`config.mk`:
```
export PLATFORM = sky130hd
export DESIGN_NAME = tick_sequencer
export DESIGN_NICKNAME = d
export VERILOG_FILES = /design/src/rtl/tick_sequencer.sv
export SDC_FILE = /design/constraint.sdc
export NUM_CORES = 1
export LEC_CHECK = 0
export ABC_AREA = 1
export ABC_CLOCK_PERIOD_IN_PS = 1600
export CAP_MARGIN = 20
export CORE_MARGIN = 3
export CORE_UTILIZATION = 50
export DETAILED_ROUTE_END_ITERATION = 10
export MAX_ROUTING_LAYER = met4
export PLACE_DENSITY = 0.72
export SLEW_MARGIN = 10
export SYNTH_ARGS = -nofsm -noshare
export SYNTH_HDL_FRONTEND = slang
export SYNTH_SLANG_ARGS = --single-unit
```
`constraint.sdc`:
```
create_clock -name clock -period 1.6 [get_ports clock]
set_input_delay 0.24 -clock clock [delete_from_list [all_inputs] [get_ports clock]]
set_output_delay 0.24 -clock clock [all_outputs]
set_load 0.02 [all_outputs]
```
`src/rtl/tick_sequencer.sv`:
```
// rtl/tick_sequencer.sv - per-tick clear/move/draw handshake sequencer
// Runs one update sequence per rising edge of rclock, with ack timeouts and sticky error flags.
module tick_sequencer #(
  parameter logic [15:0] TIMEOUT = 16'd1000
) (
  input  logic        clock,
  input  logic        reset,
  input  logic        rclock,
  output logic        clear,
  output logic        move_req,
  input  logic        move_ack,
  output logic        draw_req,
  input  logic        draw_ack,
  output logic        busy,
  output logic        overrun,
  output logic        timeout_err,
  output logic [15:0] frame_count
);

  typedef enum logic [2:0] {
    ST_IDLE  = 3'd0,
    ST_CLEAR = 3'd1,
    ST_MOVE  = 3'd2,
    ST_DRAW  = 3'd3,
    ST_DONE  = 3'd4
  } state_t;

  localparam logic [15:0] WAIT_LAST = TIMEOUT - 16'd1;

  state_t      r_state;
  logic        r_rclock;
  logic        r_armed;
  logic [15:0] r_wait;
  logic        r_clear;
  logic        r_move_req;
  logic        r_draw_req;
  logic        r_busy;
  logic        r_overrun;
  logic        r_timeout_err;
  logic [15:0] r_frame_count;
  logic        w_tick;

  // r_armed blocks a tick from an rclock that was already high when reset released.
  assign w_tick = rclock & ~r_rclock & r_armed;

  assign clear       = r_clear;
  assign move_req    = r_move_req;
  assign draw_req    = r_draw_req;
  assign busy        = r_busy;
  assign overrun     = r_overrun;
  assign timeout_err = r_timeout_err;
  assign frame_count = r_frame_count;

  always_ff @(posedge clock or posedge reset) begin
    if (reset) begin
      r_state       <= ST_IDLE;
      r_rclock      <= 1'b0;
      r_armed       <= 1'b0;
      r_wait        <= 16'd0;
      r_clear       <= 1'b0;
      r_move_req    <= 1'b0;
      r_draw_req    <= 1'b0;
      r_busy        <= 1'b0;
      r_overrun     <= 1'b0;
      r_timeout_err <= 1'b0;
      r_frame_count <= 16'd0;
    end else begin
      r_rclock <= rclock;
      r_armed  <= r_armed | ~rclock;
      r_clear  <= 1'b0;
      if (w_tick && (r_state != ST_IDLE)) begin
        r_overrun <= 1'b1;
      end
      case (r_state)
        ST_IDLE: begin
          if (w_tick) begin
            r_state <= ST_CLEAR;
            r_clear <= 1'b1;
            r_busy  <= 1'b1;
          end
        end
        ST_CLEAR: begin
          r_state    <= ST_MOVE;
          r_move_req <= 1'b1;
          r_wait     <= 16'd0;
        end
        ST_MOVE: begin
          if (move_ack) begin
            r_state    <= ST_DRAW;
            r_move_req <= 1'b0;
            r_draw_req <= 1'b1;
            r_wait     <= 16'd0;
          end else if (r_wait == WAIT_LAST) begin
            r_state       <= ST_IDLE;
            r_move_req    <= 1'b0;
            r_busy        <= 1'b0;
            r_timeout_err <= 1'b1;
          end else begin
            r_wait <= r_wait + 16'd1;
          end
        end
        ST_DRAW: begin
          if (draw_ack) begin
            r_state    <= ST_DONE;
            r_draw_req <= 1'b0;
          end else if (r_wait == WAIT_LAST) begin
            r_state       <= ST_IDLE;
            r_draw_req    <= 1'b0;
            r_busy        <= 1'b0;
            r_timeout_err <= 1'b1;
          end else begin
            r_wait <= r_wait + 16'd1;
          end
        end
        ST_DONE: begin
          r_state       <= ST_IDLE;
          r_busy        <= 1'b0;
          r_frame_count <= r_frame_count + 16'd1;
        end
        default: begin
          r_state    <= ST_IDLE;
          r_move_req <= 1'b0;
          r_draw_req <= 1'b0;
          r_busy     <= 1'b0;
        end
      endcase
    end
  end

endmodule

```
==> metrics.md, run 1 <==
| Metric | Value |
|---|---|
| Reg2Reg Depth | 10 |
| PortBufs | 26 |
| Multiplexer share of the synthesized area | 0% |
| CTS Hold Buffers Added | 0 |
| Startpoint types | register |
| Via density | 5.11 |
| R2R Path Start | r_wait[1] |
| IO Pins | 27 |
| Outcome | complete, no violations |
| Compound-Gate Fraction of Synth Area | 7.86% |
| Clk slew on worst S/H paths | 0.08 ns |
| Via total after detailed routing | 2029 |
| RR Endpoint | busy |
| Leakage power | 1.51 nW |
| Final Cycle Share | 97.7% |
| Post-synth EDFFs | 0 |
| Crit path cell chain | clkdlybuf4s50_1 |
| Clock root cell | clkbuf_8 |
| Die height | 73.9 um |
| Crit path from | frame_count[0] |
| Worst Path Buf+Inv | 1 |
| Ys flop type | dfrtp_1 |
| Slew @ Worst Pin | 0.362 ns |
| Initial DRC count | 121 |
| GRT Resource Usage Total | 18.5% |
| Worst path top cell family by delay | buffers and inverters |
| Syn Area/Cell | 7.72 um2 |
| Crit end category | output pin |
| TritonCTS Buffers | 5 |
| Sequential cell area fraction in the yosys report | 46.6% |
| Synth warnings | 0 |
| Synth Instances | 299 |
| Final nets | 351 |
| Fin crit period | 1.56 ns |
| Routed Antenna Nets | 0 |
| Vias in the first global route | 1774 |
| Setup violations, final | 0 |
| Post-synthesis xor/xnor area fraction | 4.18% |
| Critical path type | register to output pin |
| Critical Path RT | 1.36 ns |
| Placed Instances | 382 |
| FILL cells | 369 |
| Final hold violations | 0 |
| Starting density of the core | 52.3% |
| Post-synthesis adder-cell area fraction | 1.08% |
| Commonest non-fill, non-tap cell in the layout | nand2_1 |
| Die footprint | 0.00547 mm2 |
| CTS tree | built |
| Core area | 0.00441 mm2 |
| Synth top area cells | dfrtp_1, nand2_1, inv_1, nor2_1, nand3_1 |
| Layout cells sized above 1 | 11.3% |
| Worst clock skew | 0.00715 ns |
| Number of diodes | 0 |
| Highest Clock Rate | 640 MHz |
| Initial antenna violation count | 0 |
| Non-Filler Instances | 397 |
| Slew headroom | 75.8% |
| #FFs+latches synth | 43 |
| Max-cap viol count | 0 |
| Hold Crit Class | primary input to async pin |
| Number of distinct library cells after synthesis | 31 |
| First-pass GRT wire length | 7.69 mm |
| WL/cell | 11.8 um |
| Clock Sinks | 43 |
| Drt first pass iters | 4 |
| Peak supply drop | 1.23 mV |
| Pins Over Slew Limit | 0 |
| CTS Buffer Depth | 2 |
| Layout area overhead | 25.1% |
| Largest net degree at the start of global routing | 44 |
| CP Max Fanout | 4 |
| Die width | 73.9 um |
| Clock insertion delay at the later pin of the skew report | 0.29 ns |
| GP Congestion | 0.885 |
| Worst reg2reg setup slack | 0.07 ns |
| Arr. time, crit path | 1.32 ns |
| Largest family of logic cells by synthesized area | simple AND/OR/NAND/NOR gates |
| Yosys top cell by area | dfrtp_1 |
| Post-synth ARST share | 100% |
| Remaining DRCs | 0 |
| Power, Total | 3.68 mW |
| Routed WL | 4.70 mm |
| H-tree depth | 2 |
| Net count of the mapped netlist | 306 |
| Mapped Area | 0.00231 mm2 |
| HPWL after detailed placement | 3.38 mm |
| Simple-gate share of the synthesized area | 31.6% |
| CP max stage delay | 0.63 ns |
| Top-area cell type share of the netlist area | 46.6% |
| Critical-path top delay cell | clkdlybuf4s50_1 |
| Most frequent cells in the layout | nand2_1, inv_1, nor2_1, dfrtp_1, nand3_1 |
| Pwr Density | 1280 mW/mm2 |
| Row count | 24 |
| Grt ovf | 0 |
## layout make-up
type | count | area, um2 | share of cell area, %
repair buffers | 40 | 390 | 13.5
inverters | 46 | 173 | 5.98
well taps | 52 | 65.1 | 2.25
clock inverters | 2 | 60.1 | 2.08
clock buffers | 6 | 72.6 | 2.52
flip-flops and latches | 43 | 1080 | 37.3
multi-input cells | 208 | 1050 | 36.3
## worst register-to-register path: cells and delay by family (launching register included)
| kind | cells | cell delay (ns) |
|---|---|---|
| and+or+nand+nor | 8 | 0.75 |
| DFF | 1 | 0.39 |
| adders and majority gates | 1 | 0.18 |
| buffers and inverters | 1 | 0.11 |
## timing repair
item / in CTS / in global routing
resized for setup: 3 / 12
endpoints found under the setup margin: 5 / 19
cloned: 0 / 1
setup buffers: 0 / 6
pin swaps: 0 / 2
## per-layer routing
layer,track usage (%),vias up,wire (um)
li1,-,1030,-
met3,3.78,11,195
met2,28.0,50,2240
met1,25.1,938,2170
met4,5.84,0,90
met5,-,-,0
## cells in the mapped netlist, types with 2 or more instances
master,number
inv_1,45
xor2_1,7
nor2_1,43
nor3_1,2
a31oi_1,3
nand2_1,79
o21ai_0,16
nor2_4,4
buf_6,2
nand3_1,24
a21boi_0,2
nand4_1,4
a21oi_1,4
dfrtp_1,43
ha_1,2
xnor2_1,4
## cell families after synthesis
logic type | Yosys count
xor+xnor | 11
flops | 43
simple gates | 163
fa+ha+maj | 2
buf+inv | 49
compound gates | 31
## registers in the layout (all words and copies together), names as in the netlist
signal and count:
clear 1, move_req 1, r_state 3, overrun 1
timeout_err 1, r_wait 16, frame_count 16, busy 1
draw_req 1, r_armed 1, r_rclock 1
## worst max path at each step
| stage | end | slack (ns) | depth (start not counted) |
|---|---|---|---|
| after floorplan | frame_count[10] | 0.14 | 8 |
| after global placement | busy | 0.05 | 10 |
| after detailed placement | draw_req | -0.04 | 10 |
| after CTS | frame_count[12] | 0.002 | 1 |
| after global routing | draw_req | -0.008 | 10 |
| final | frame_count[0] | 0.04 | 1 |
## power by group
part / internal [mW] / switching, mW / leakage, nW / total (mW)
registers: 1.22 / 0.141 / 0.573 / 1.36
clock network: 0.624 / 0.372 / 0.0654 / 0.996
logic: 0.551 / 0.768 / 0.872 / 1.32
## per-stage QoR
| stage | hold WS (ns) | TNS, ns | worst slack (ns) | area (um2) | utilization [%] |
|---|---|---|---|---|---|
| finish | 0.293 | 0 | 0.0368 | 2890 | 65.4 |
| floorplan | 0.271 | 0 | 0.137 | 2310 | - |
| detailed placement | 0.455 | -0.0678 | -0.0394 | 2680 | 60.7 |
| global placement | 0.457 | 0 | 0.0534 | 2680 | 60.7 |
| global route | 0.326 | -0.0155 | -0.00831 | 2890 | 65.4 |
| CTS | 0.316 | 0 | 0.00229 | 2810 | 63.7 |
Note: power is estimated with default switching activity, not from simulation.
==> run 2: changes to the inputs <==
--- a/config.mk
+++ b/config.mk
@@ -8,11 +8,13 @@
 export ABC_AREA = 1
 export ABC_CLOCK_PERIOD_IN_PS = 1600
 export CAP_MARGIN = 20
+export CELL_PAD_IN_SITES_DETAIL_PLACEMENT = 0
+export CELL_PAD_IN_SITES_GLOBAL_PLACEMENT = 1
 export CORE_MARGIN = 3
-export CORE_UTILIZATION = 50
+export CORE_UTILIZATION = 41
 export DETAILED_ROUTE_END_ITERATION = 10
 export MAX_ROUTING_LAYER = met4
-export PLACE_DENSITY = 0.72
+export PLACE_DENSITY = 0.78
 export SLEW_MARGIN = 10
 export SYNTH_ARGS = -nofsm -noshare
 export SYNTH_HDL_FRONTEND = slang
==> metrics.md, run 2 (synthesized netlist as in run 1, its figures left out) <==
| Metric | Value |
|---|---|
| Vias in the first global route | 1868 (+5.3%) |
| Reg2Reg Depth | 10 (unchanged) |
| Pins Over Slew Limit | 0 (unchanged) |
| Final nets | 356 (+1.4%) |
| TritonCTS Buffers | 5 (unchanged) |
| Routed Antenna Nets | 0 (unchanged) |
| Initial antenna violation count | 0 (unchanged) |
| Final Cycle Share | 96.5% (-1.2 points) |
| Hold Crit Class | primary input to async pin |
| First-pass GRT wire length | 8.51 mm (+11%) |
| Crit path depth | 1 (unchanged) |
| Fin crit period | 1.54 ns (-0.0194 ns) |
| Setup_tns | 0 ns (unchanged) |
| Die width | 81.0 um (+9.6%) |
| Row count | 26 (+8.3%) |
| CTS Buffer Depth | 2 (unchanged) |
| Worst clock skew | 0.00430 ns (-0.00285 ns) |
| Setup violations, final | 0 (unchanged) |
| H-tree depth | 2 (unchanged) |
| CTS Hold Buffers Added | 0 (unchanged) |
| GRT Resource Usage Total | 17.5% (-1.0 points) |
| Highest Clock Rate | 648 MHz (+1.3%) |
| Layout cells sized above 1 | 12.0% (+0.70 points) |
| Critical path type | register to output pin |
| Worst Path Buf+Inv | 1 (unchanged) |
| Grt ovf | 0 (unchanged) |
| CP max stage delay | 0.62 ns (about the same) |
| Critical Path RT | 1.36 ns (about the same) |
| Clk slew on worst S/H paths | 0.08 ns (about the same) |
| Clock root cell | clkbuf_8 |
| WL/cell | 12.0 um (+1.4%) |
| Crit end category | output pin |
| Worst path top cell family by delay | buffers and inverters |
| CP Max Fanout | 3 (-1) |
| Leakage power | 1.56 nW (+3.5%) |
| FILL cells | 523 (+42%) |
| PortBufs | 26 (unchanged) |
| HPWL after detailed placement | 3.63 mm (+7.6%) |
| Crit path cell chain | clkdlybuf4s50_1 |
| Most frequent cells in the layout | nand2_1, inv_1, dfrtp_1, nor2_1, nand3_1 |
| Outcome | complete, no violations |
| Startpoint types | register |
| Final core utilization | 55.9% (-9.4 points) |
| Commonest non-fill, non-tap cell in the layout | nand2_1 |
| Arr. time, crit path | 1.30 ns (-0.02 ns) |
| CTS tree | built |
| Via density | 4.74 (-7.3%) |
| Largest net degree at the start of global routing | 44 (unchanged) |
| Layout area overhead | 27.8% |
| Peak supply drop | 0.826 mV (-33%) |
| IO Pins | 27 (unchanged) |
| Die footprint | 0.00656 mm2 (+20%) |
| Slew @ Worst Pin | 0.373 ns (+0.0104 ns) |
| Clock Sinks | 43 (unchanged) |
| Drt first pass iters | 4 (unchanged) |
| Slew headroom | 75.1% (-0.70 points) |
| Die height | 81.0 um (+9.6%) |
| Routed WL | 5.04 mm (+7.3%) |
| Remaining DRCs | 0 (unchanged) |
| Initial DRC count | 78 (-36%) |
| Starting density of the core | 43.8% (-8.5 points) |
| Pwr Density | 1280 mW/mm2 (+0.61%) |
| Max-cap viol count | 0 (unchanged) |
| Clock insertion delay at the later pin of the skew report | 0.30 ns (about the same) |
| Number of diodes | 0 (unchanged) |
| GP Congestion | 0.803 (-9.3%) |
| Power, Total | 3.78 mW (+2.8%) |
| Via total after detailed routing | 1990 (-1.9%) |
| RSZ-0062 raised after global routing | false |
| Final hold violations | 0 (unchanged) |
| Core area | 0.00527 mm2 (+19%) |
| Critical-path top delay cell | clkdlybuf4s50_1 |
[run 2: path summary, 6_finish.rpt]
kind	to	from	slack, ns
setup / recovery	frame_count[6]	frame_count[6]	0.06
hold / removal	r_wait[9]	reset	0.28
setup reg to reg	r_wait[2]	r_wait[0]	0.12
hold reg to reg	r_armed	r_armed	0.47
max in group asynchronous	r_wait[6]	reset	1.12
min in group clock	r_rclock	rclock	0.41
[run 2: area by class of cell]
cell class / instances / area, um2 / area share, %
timing repair buffer: 45 / 439 / 14.9
tap: 70 / 87.6 / 2.97
sequential: 43 / 1080 / 36.5
clock inverter: 2 / 60.1 / 2.04
multi-input combinational: 208 / 1040 / 35.3
clock buffer: 6 / 72.6 / 2.46
inverter: 46 / 173 / 5.86
[run 2: tightest hold or removal path: stages]
cell,delay (ns)
clkdlybuf4s50_1,0.40
clkinv_1,0.07
buf_12,0.24
[run 2: metrics by stage]
| stage | area (um2) | setup WS [ns] | cells | hold slack [ns] |
|---|---|---|---|---|
| finish | 2950 | 0.0562 | 420 | 0.277 |
| global route | 2950 | 0.00442 | 420 | 0.305 |
| CTS | 2870 | 0.00466 | 414 | 0.291 |
| detailed placement | 2750 | 0.0259 | 406 | 0.456 |
| global placement | 2750 | 0.0502 | 406 | 0.451 |
| floorplan | 2310 | 0.137 | 299 | 0.271 |
[run 2: per-layer routing]
| layer | up-vias | routed length [um] | global-route usage, % |
|---|---|---|---|
| met5 | - | 0 | - |
| met1 | 921 | 2360 | 22.1 |
| met2 | 33 | 2460 | 28.2 |
| met4 | 0 | 34 | 4.90 |
| li1 | 1032 | - | - |
| met3 | 4 | 191 | 3.99 |
[run 2: report_power, final]
part | switching (mW) | total (mW) | leakage [nW] | internal [mW]
sequential | 0.123 | 1.34 | 0.574 | 1.22
combinational | 0.810 | 1.43 | 0.924 | 0.618
clock | 0.387 | 1.01 | 0.0654 | 0.624
[run 2: repair_timing]
action	CTS	global route
gates resized for setup	5	10
pin swaps	0	1
endpoints found under the setup margin	5	18
buffers inserted	0	5
cloned	0	1
endpoints found under the hold margin	0	0
==> run 3: changes to the inputs <==
--- a/config.mk
+++ b/config.mk
@@ -6,15 +6,15 @@
 export NUM_CORES = 1
 export LEC_CHECK = 0
 export ABC_AREA = 1
-export ABC_CLOCK_PERIOD_IN_PS = 1600
+export ABC_CLOCK_PERIOD_IN_PS = 1400
 export CAP_MARGIN = 20
 export CELL_PAD_IN_SITES_DETAIL_PLACEMENT = 0
 export CELL_PAD_IN_SITES_GLOBAL_PLACEMENT = 1
 export CORE_MARGIN = 3
-export CORE_UTILIZATION = 41
+export CORE_UTILIZATION = 37
 export DETAILED_ROUTE_END_ITERATION = 10
 export MAX_ROUTING_LAYER = met4
-export PLACE_DENSITY = 0.78
+export PLACE_DENSITY = 0.74
 export SLEW_MARGIN = 10
 export SYNTH_ARGS = -nofsm -noshare
 export SYNTH_HDL_FRONTEND = slang
==> constraint.sdc (replaced) <==
create_clock -name clock -period 1.4 [get_ports clock]
set_input_delay 0.21 -clock clock [delete_from_list [all_inputs] [get_ports clock]]
set_output_delay 0.21 -clock clock [all_outputs]
set_load 0.02 [all_outputs]
==> metrics.md, run 3 (synthesized netlist as in run 1, its figures left out) <==
| Metric | Value |
|---|---|
| Die footprint | 0.00722 mm2 (+10%) |
| Setup violations, final | 3 (+3) |
| Die height | 85.0 um (+4.9%) |
| Worst slack, placed | -0.147 ns (-0.173 ns) |
| Final worst slack | -0.0330 ns (-0.0892 ns) |
| Final nets | 387 (+8.7%) |
| Arr. time, crit path | 1.62 ns (+0.32 ns) |
| Setup_tns | -0.0673 ns (-0.0673 ns) |
| WL/cell | 11.6 um (-3.3%) |
| Non-Filler Instances | 456 (+8.6%) |
| Slew headroom | 72.9% (-2.2 points) |
| Reg2Reg Depth | 6 (-4) |
| Drt first pass iters | 4 (unchanged) |
| Pins Over Slew Limit | 0 (unchanged) |
| FILL cells | 591 (+13%) |
| TritonCTS Buffers | 5 (unchanged) |
| Via total after detailed routing | 2109 (+6.0%) |
| CTS tree | built |
| Clock root cell | clkbuf_8 |
| Commonest non-fill, non-tap cell in the layout | nand2_1 |
| Layout cells sized above 1 | 27.6% (+16 points) |
| Core area | 0.00599 mm2 (+14%) |
| Row count | 28 (+7.7%) |
| RSZ-0062 raised after global routing | true |
| Critical Path RT | 1.59 ns (+0.23 ns) |
| First-pass GRT wire length | 9.26 mm (+8.8%) |
| Worst reg2reg setup slack | -0.03 ns (-0.15 ns) |
| GRT Resource Usage Total | 16.1% (-1.3 points) |
| Most frequent cells in the layout | nand2_1, buf_4, inv_1, dfrtp_1, nor2_1 |
| Clock Sinks | 43 (unchanged) |
| Vias in the first global route | 2049 (+9.7%) |
| Clk slew on worst S/H paths | 0.09 ns (about the same) |
| Slew @ Worst Pin | 0.403 ns (+0.0306 ns) |
| CP Max Fanout | 3 (unchanged) |
| Placed instance area | 0.00299 mm2 (+9.0%) |
| Die width | 85.0 um (+4.9%) |
| Largest net degree at the start of global routing | 44 (unchanged) |
| Power, Total | 4.16 mW (+9.9%) |
| Post-route cell area | 0.00322 mm2 (+9.4%) |
| Layout area overhead | 39.8% |
| Hold slack final | 0.244 ns (-0.0322 ns) |
| Starting density of the core | 38.5% (-5.3 points) |
| HPWL after detailed placement | 3.75 mm (+3.3%) |
| Crit end category | register |
| Final core utilization | 53.8% (-2.1 points) |
| RR Endpoint | frame_count[13] |
| Via density | 4.63 (-2.4%) |
| CTS Buffer Depth | 2 (unchanged) |
| GP Congestion | 0.817 (+1.7%) |
| Startpoint types | register |
| Worst clock skew | 0.00803 ns (+0.00373 ns) |
| Routed WL | 5.29 mm (+5.0%) |
| Outcome | complete, but fails checks |
| Final hold violations | 0 (unchanged) |
| Initial DRC count | 102 (+31%) |
| Final Cycle Share | 102% |
| Clock insertion delay at the later pin of the skew report | 0.30 ns (about the same) |
| IO Pins | 27 (unchanged) |
| Highest Clock Rate | 698 MHz |
| Routed Antenna Nets | 0 (unchanged) |
| PortBufs | 26 (unchanged) |
| Placed Instances | 441 (+8.6%) |
| Number of diodes | 0 (unchanged) |
| Fin crit period | 1.43 ns |
| Remaining DRCs | 0 (unchanged) |
| Max-cap viol count | 0 (unchanged) |
| Violated checks | setup timing |
| Grt ovf | 0 (unchanged) |
| Peak supply drop | 0.928 mV (+12%) |
| Hold Crit Class | primary input to async pin |
| Critical path type | register to register |
| Pwr Density | 1290 mW/mm2 (+0.45%) |
| R2R Path Start | r_state[1] |
| Initial antenna violation count | 0 (unchanged) |
| Leakage power | 1.68 nW (+7.5%) |
| H-tree depth | 2 (unchanged) |
run 3: cell count changes in the layout (fill, tap and decap cells not counted), moves of 4 or more:
cell / delta
o21ai_1: +6
nand2_1: -11
dlymetal6s2s_1: -7
dfrtp_1: -4
nor2_4: +4
dfrtp_2: +4
o21ai_0: -7
inv_1: -5
dlygate4sd2_1: +16
clkdlybuf4s50_1: -10
nand2_2: +8
buf_4: +30
inv_2: +5
nor2_1: -6
run 3: per-layer routing:
| layer | up-vias | track usage, % | wire length (um) |
|---|---|---|---|
| met5 | - | - | 0 |
| met4 | 0 | 4.60 | 54 |
| met3 | 7 | 2.72 | 140 |
| met2 | 24 | 25.5 | 2490 |
| met1 | 974 | 21.4 | 2600 |
| li1 | 1104 | - | - |
run 3: layout make-up:
cell class / count / area, um2 / area share (%)
multi-input combinational: 208 / 1150 / 35.8
sequential: 43 / 1080 / 33.5
timing repair buffer: 76 / 638 / 19.8
inverter: 46 / 173 / 5.36
tap: 75 / 93.8 / 2.91
clock buffer: 6 / 72.6 / 2.25
clock inverter: 2 / 12.5 / 0.388
run 3: critical path, stage by stage (launching register included):
cell and delay, ns:
dfrtp_2 0.45, nor2_4 0.16, nand2_4 0.09, nor3_4 0.26
buf_6 0.15, nand3_4 0.07, xnor2_2 0.15
run 3: worst max path at each step:
stage | from | to | cells past startpoint
after floorplan | r_wait[0] | draw_req | 11
after global placement | draw_ack | busy | 8
after detailed placement | r_wait[0] | draw_req | 10
after CTS | frame_count[1] | frame_count[1] | 2
after global routing | r_state[1] | frame_count[13] | 6
final | r_state[1] | frame_count[13] | 6
run 3: timing repair:
action                     CTS  global route
setup buffers                2             4
setup endpoints to repair   38            22
resized for setup           32            39
pin swaps                    2            11
gates cloned                 1             0
hold buffers                 0             0
run 3: where the power goes:
group / internal [mW] / switching [mW]
combinational: 0.824 / 0.981
sequential: 1.40 / 0.138
clock: 0.350 / 0.459
total: 2.58 / 1.58
